**config.mk**
```make
export PLATFORM = sky130hd
export DESIGN_NAME = nes_oam_dma
export DESIGN_NICKNAME = d
export VERILOG_FILES = /design/src/rtl/nes_dma_pkg.sv /design/src/rtl/nes_oam_dma.sv
export SDC_FILE = /design/constraint.sdc
export NUM_CORES = 1
export LEC_CHECK = 0
export ABC_AREA = 1
export BUFFER_PORTS_ARGS = -buffer_cell sky130_fd_sc_hd__buf_4
export CORE_ASPECT_RATIO = 0.8
export CORE_UTILIZATION = 51
export DETAILED_ROUTE_END_ITERATION = 16
export PLACE_DENSITY = 0.91
export SLEW_MARGIN = 10
export SYNTH_ARGS = -nofsm -noshare
export SYNTH_HDL_FRONTEND = slang
export SYNTH_SLANG_ARGS = --single-unit
```
**constraint.sdc**
```tcl
create_clock -name i_clk -period 2.5 [get_ports i_clk]
set_clock_uncertainty 0.1 [all_clocks]
set_input_delay 0.25 -clock i_clk [delete_from_list [all_inputs] [get_ports i_clk]]
set_output_delay 0.25 -clock i_clk [all_outputs]
set_load 0.1 [all_outputs]
```
**src/rtl/nes_dma_pkg.sv**
```systemverilog
// Shared types and constants for the OAM sprite DMA controller.
package nes_dma_pkg;

  // Controller state; HALT/ALIGN are dummy-read cycles before the copy loop.
  typedef enum logic [2:0] {
    IDLE  = 3'd0,
    HALT  = 3'd1,
    ALIGN = 3'd2,
    READ  = 3'd3,
    WRITE = 3'd4
  } state_t;

  localparam logic [15:0] DMA_REG_ADDR  = 16'h4014;
  localparam logic [15:0] OAM_DATA_ADDR = 16'h2004;
  localparam int unsigned XFER_LEN      = 256;
  localparam logic [7:0]  LAST_INDEX    = 8'(XFER_LEN - 1);

endpackage

```
**src/rtl/nes_oam_dma.sv**
```systemverilog
// OAM sprite DMA: owns the CPU-side bus while copying one 256-byte page to $2004.
module nes_oam_dma
  import nes_dma_pkg::*;
(
  input  logic        i_clk,
  input  logic        i_rst,
  input  logic [15:0] i_cpu_addr,
  input  logic [7:0]  i_cpu_data,
  input  logic        i_cpu_w_n,
  output logic        o_cpu_rdy,
  output logic [15:0] o_bus_addr,
  output logic [7:0]  o_bus_data,
  output logic        o_bus_w_n,
  input  logic [7:0]  i_bus_q,
  output logic        o_dma_busy
);

  state_t     r_state;
  state_t     w_next;
  logic [7:0] r_index;
  logic [7:0] r_page;
  logic [7:0] r_latch;
  logic       r_parity;
  logic       w_trigger;

  // A CPU write to the DMA register only counts while the bus is passed through.
  assign w_trigger = (r_state == IDLE) && !i_cpu_w_n && (i_cpu_addr == DMA_REG_ADDR);

  // State register.
  always_ff @(posedge i_clk) begin
    if (i_rst) begin
      r_state <= IDLE;
    end else begin
      r_state <= w_next;
    end
  end

  // Next-state logic; the copy loop is aligned so every READ lands on an even cycle.
  always_comb begin
    w_next = r_state;
    case (r_state)
      IDLE:    if (w_trigger) w_next = HALT;
      HALT:    w_next = r_parity ? READ : ALIGN;
      ALIGN:   w_next = READ;
      READ:    w_next = WRITE;
      WRITE:   w_next = (r_index == LAST_INDEX) ? IDLE : READ;
      default: w_next = IDLE;
    endcase
  end

  // Parity, page, index counter and read latch.
  always_ff @(posedge i_clk) begin
    if (i_rst) begin
      r_parity <= 1'b0;
      r_page   <= 8'h00;
      r_index  <= 8'h00;
      r_latch  <= 8'h00;
    end else begin
      r_parity <= ~r_parity;
      if (w_trigger) begin
        r_page  <= i_cpu_data;
        r_index <= 8'h00;
      end
      if (r_state == READ) begin
        r_latch <= i_bus_q;
      end
      if (r_state == WRITE) begin
        r_index <= r_index + 8'd1;
      end
    end
  end

  // Bus ownership mux: CPU passthrough when idle, DMA-generated cycles otherwise.
  always_comb begin
    o_bus_addr = i_cpu_addr;
    o_bus_data = i_cpu_data;
    o_bus_w_n  = i_cpu_w_n;
    o_cpu_rdy  = 1'b1;
    o_dma_busy = 1'b0;
    case (r_state)
      HALT, ALIGN: begin
        o_bus_addr = {r_page, 8'h00};
        o_bus_data = 8'h00;
        o_bus_w_n  = 1'b1;
        o_cpu_rdy  = 1'b0;
        o_dma_busy = 1'b1;
      end
      READ: begin
        o_bus_addr = {r_page, r_index};
        o_bus_data = 8'h00;
        o_bus_w_n  = 1'b1;
        o_cpu_rdy  = 1'b0;
        o_dma_busy = 1'b1;
      end
      WRITE: begin
        o_bus_addr = OAM_DATA_ADDR;
        o_bus_data = r_latch;
        o_bus_w_n  = 1'b0;
        o_cpu_rdy  = 1'b0;
        o_dma_busy = 1'b1;
      end
      default: begin
      end
    endcase
  end

endmodule

```
After elaboration in Yosys (flattened, before gate mapping)
Index checks and enable logic that the tools add are counted.
{"block": "word_totals", "ff_bits": 28, "output_inout_bits": 27}
{"block": "op_classes", "reduce_logical": 8, "add_sub_neg": 1, "n_bitwise": 1, "mux": 11, "n_eq_ne": 7}
{"operator": "$pmux 16 s3", "count": 1}
{"operator": "$eq 16x15->1 const B", "count": 1}
{"operator": "$mux 8", "count": 2}
{"operator": "$pmux 8 s2", "count": 1}
{"operator": "$pmux 3 s5", "count": 1}
{"operator": "$add 8x1->8 const B", "count": 1}
{"operator": "$eq 8x8->1 const B", "count": 1}
{"operator": "$eq 3x2->1 const B", "count": 2}
{"operator": "$reduce_or 4->1", "count": 1}
{"operator": "$eq 3x1->1 const B", "count": 1}
{"operator": "$eq 3x3->1 const B", "count": 1}
{"operator": "$logic_not 3->1", "count": 1}
{"operator": "$mux 1", "count": 3}
{"operator": "$mux 3", "count": 1}
{"operator": "$reduce_or 3->1", "count": 1}
{"operator": "$logic_and 1x1->1", "count": 2}
{"operator": "$mux 2", "count": 1}
{"operator": "$ne 2x2->1 const B", "count": 1}
{"operator": "$pmux 1 s2", "count": 1}
{"operator": "$reduce_bool 2->1", "count": 1}
{"operator": "$reduce_or 2->1", "count": 1}
{"operator": "$logic_not 1->1", "count": 1}
{"operator": "$not 1->1", "count": 1}

Depth between registers and ports, before layout
{"block": "logic_depth", "depth_word": 5, "ltp_mapped": 9, "ltp_nobuf": 9}

Worst setup path before layout
Ideal clock, no wire load.
{"block": "synth_timing", "path_type": "reg-to-output", "from": "register r_state[0]", "to": "output port o_bus_addr[10]", "arrival_ns": 2.913, "path_slack_ns": -0.763, "path_stages_with_launch": 6, "required_time_ns": 2.150, "cell_sequence": "dfxtp_1 > inv_2 > nand2_4 > nand2_1 > buf_2 > o21ai_0"}
{"block": "synth_via", "elab_chain_len": 3}
{"element": "start, declared", "line": "nes_oam_dma.sv:18", "rtl": "state_t r_state;"}
{"element": "start signal, assigned", "line": "nes_oam_dma.sv:34", "rtl": "r_state <= w_next;"}
{"element": "$eq 3x1->1 / $eq 3x2->1 (equally long branches)", "line": "nes_oam_dma.sv:80", "rtl": "case (r_state)"}
{"element": "$reduce_or 2->1", "line": "nes_oam_dma.sv:80"}
{"element": "$pmux 16 s3 (*)", "line": "nes_oam_dma.sv:80"}
{"element": "end, declared", "line": "nes_oam_dma.sv:11", "rtl": "output logic [15:0] o_bus_addr,"}
Every way passes the cells marked *; elsewhere a longest branch is shown, timed or not.

Worst setup path after layout
{"block": "layout_timing", "from": "register r_state[1]", "to": "output port o_bus_addr[11]"}
The elaborated chain is that of the path after synthesis.

==> flow_summary.yaml <==
outcome:
  status: "finished clean"
placed_design:
  dpl.hpwl_mm: 3.13
  routabilityCongestion: 0.831
  pre_cts_slack_ns: 0.408
  io_buffers: 61
  placed_area_sq_mm: 0.00203
drt:
  route.detailed.drc: 0
  vias: 1741
  via_per_inst: 5.29
  drt_iter0_markers: 60
  wire_per_inst_um: 12.9
  drtPass1Iterations: 4
  ant_nets: 0
  routed_wl_mm: 4.23
timing:
  max-slew-margin-rel: 0.589
  tightest_slew_ns: 0.616
  hold_violations: 0
  setup_ws_ns: 0.206
  rsz0062_at_grt: "no"
  setup_viol_count_final: 0
  whs_ns: 0.0871
  tns_ns: 0
  drv_slew: 0
  fmax_mhz: 436
  period_needed_ns: 2.29
  fin_crit_sh: 0.918
synthesis:
  synth-compound-area-share: 0.197
  synth_seq_cells: 28
  synth_cells: 236
  synth_fp_nets: 272
  synthDistinctLibCells: 24
  synthAdderAreaFrac: 0.00803
  yosys-mux-area-fraction: 0
  syn_area_sq_mm: 0.00156
  synth_xor_area_frac: 0
  synth-simple-area-share: 0.332
  synth-seq-area-share: 0.360
  synth_top_family_by_area: "simple AND/OR/NAND/NOR gates"
  yosysWarnings: 0
  syn_area_per_cell_sq_um: 6.60
setup_path:
  crit_chain: "inv_2, nand2_4, nor2_8, inv_2, nand2_4, inv_4, nand2_1, o21ai_2, buf_4"
  start_kind: "flop"
  crit_path_end_kind: "primary output"
  crit_type: "flop to primary output"
  path_max_fanout: 22
  worst_ep_required_time_ns: 2.15
  slowest_delay_ns: 0.40
  cp.arrival_ns: 1.94
  slowest_stage: "dfxtp_1"
die:
  fp.dieArea_sq_mm: 0.00328
  rows: 17
  fp.dieW_um: 63.8
  coreArea_sq_mm: 0.00283
  initial_core_util: 0.551
  io_pins: 62
  chipHeight_um: 51.4
grt:
  grt_overflow: 0
  track_usage: 0.272
  busiest_layer: "met2"
  antenna_found_initial: 0
  grt_pass1_wl_mm: 6.95
  grt_max_degree: 24
  use_met2: 0.477
  use_met3: 0.0603
  grt_pass1_vias: 1582
  gr-usage-met1: 0.343
cts:
  cts_hold_buf: 0
  clock_path_buffers: 2
  htreeDepth: 1
  clk_latency_ns: 0.27
  numCtsBuffers: 3
  cts_resized: 0
  clk_pin_slew_ns: 0.09
  tritoncts: "built"
  clock-sinks: 28
  cts_root_buf: "clkbuf_8"
  cts_setup_buffers: 0
power:
  p_leak_nw: 1.02
  irDropWorstVdd_uv: 487
  powerDensity_mw_per_mm2: 792
finish:
  fin_nets: 328
  final_core_util: 0.737
  drive_gt1_frac: 0.289
  antenna_cells: 0
  fin_area_sq_mm: 0.00209
  syn2layout_area_growth_pct: 33.9
min_path:
  hp-class: "input pin to flop"
run:
  max_cap_viol_count: 0
-- through the flow --
stage	instances	power (W)
2_1_floorplan	236	0.00120
4_1_cts	329	0.00165
5_1_grt	329	0.00170
6_report	329	0.00165
3_3_place_gp	325	0.00137
3_5_place_dp	325	0.00138
-- state kept, by name, indices dropped and copies added (netlist names) --
signal	cells
r_latch	8
r_page	8
r_parity	1
r_index	8
r_state	3
-- cell usage after synthesis, drive strengths merged --
cell type,count,area share
nand2,60,0.15
nor2,52,0.14
dfxtp,28,0.36
o21ai,24,0.077
inv,23,0.055
nand3,11,0.039
a21oi,10,0.035
a22o,9,0.051
buf,8,0.038
clkbuf,4,0.010
o22ai,2,0.0080
a31oi,1,0.014
a32o,1,0.0064
ha,1,0.0080
nor3,1,0.0032
o211a,1,0.0064
-- final timing paths --
| kind | from | end | slack (ns) | cells past startpoint |
|---|---|---|---|---|
| worst min-delay path | i_rst | r_parity | 0.09 | 2 |
| worst max-delay path | r_state[1] | o_bus_addr[11] | 0.21 | 9 |
| worst max register to register | r_state[0] | r_index[0] | 0.76 | 6 |
| worst min register to register | r_parity | r_parity | 0.33 | 1 |
-- worst max-delay path, delay by kind of cell (launching register included) --
kind / cells / cell delay [ns]
compound gates: 1 / 0.08
flops: 1 / 0.40
simple gates: 4 / 0.39
buf+inv: 4 / 0.81
-- per-layer routing --
| metal | up-vias | share of wire |
|---|---|---|
| li1 | 868 | - |
| met1 | 798 | 0.43 |
| met2 | 71 | 0.48 |
| met3 | 4 | 0.084 |
| met4 | 0 | 0.0059 |
| met5 | - | 0 |
-- power breakdown --
| part | switching [W] | internal [W] | total (W) |
|---|---|---|---|
| sequential | 0.00000606 | 0.000452 | 0.000458 |
| combinational | 0.000721 | 0.000193 | 0.000914 |
| clock | 0.000139 | 0.000141 | 0.000280 |
| total | 0.000866 | 0.000786 | 0.00165 |
-- cells in the final DEF (no fill, tap or decap) --
master and count:
clkbuf_8 4, o22ai_2 1, ha_1 1, a32o_1 1
a31oi_4 1, nor2_1 51, o21ai_0 13, a21oi_1 9
inv_4 1, a22o_1 9, a21oi_2 1, o21ai_1 6
nand2_1 58, o211a_1 1, nand3_1 10, inv_1 18
nand3_2 1, inv_2 4, o21ai_2 5, o22ai_1 1
dfxtp_1 28, nor3_1 1, nand2_4 2, nor2_8 1
buf_4 63
-- area by class of cell --
| class | instances | area, sq um |
|---|---|---|
| Timing Repair Buffer | 63 | 473 |
| Clock buffer | 4 | 55.1 |
| Multi-Input combinational cell | 173 | 861 |
| Tap cell | 38 | 47.5 |
| Sequential cell | 28 | 561 |
| Fill cell | 241 | 743 |
| Inverter | 23 | 88.8 |
-- kinds of logic (layout without fill, tap and decap cells) --
family,count (synthesis),after routing
compound gates,48,48
buf+inv,35,90
flops,28,28
fa+ha+maj,1,1
simple gates,124,124
Note: power is estimated with default switching activity, not from simulation.
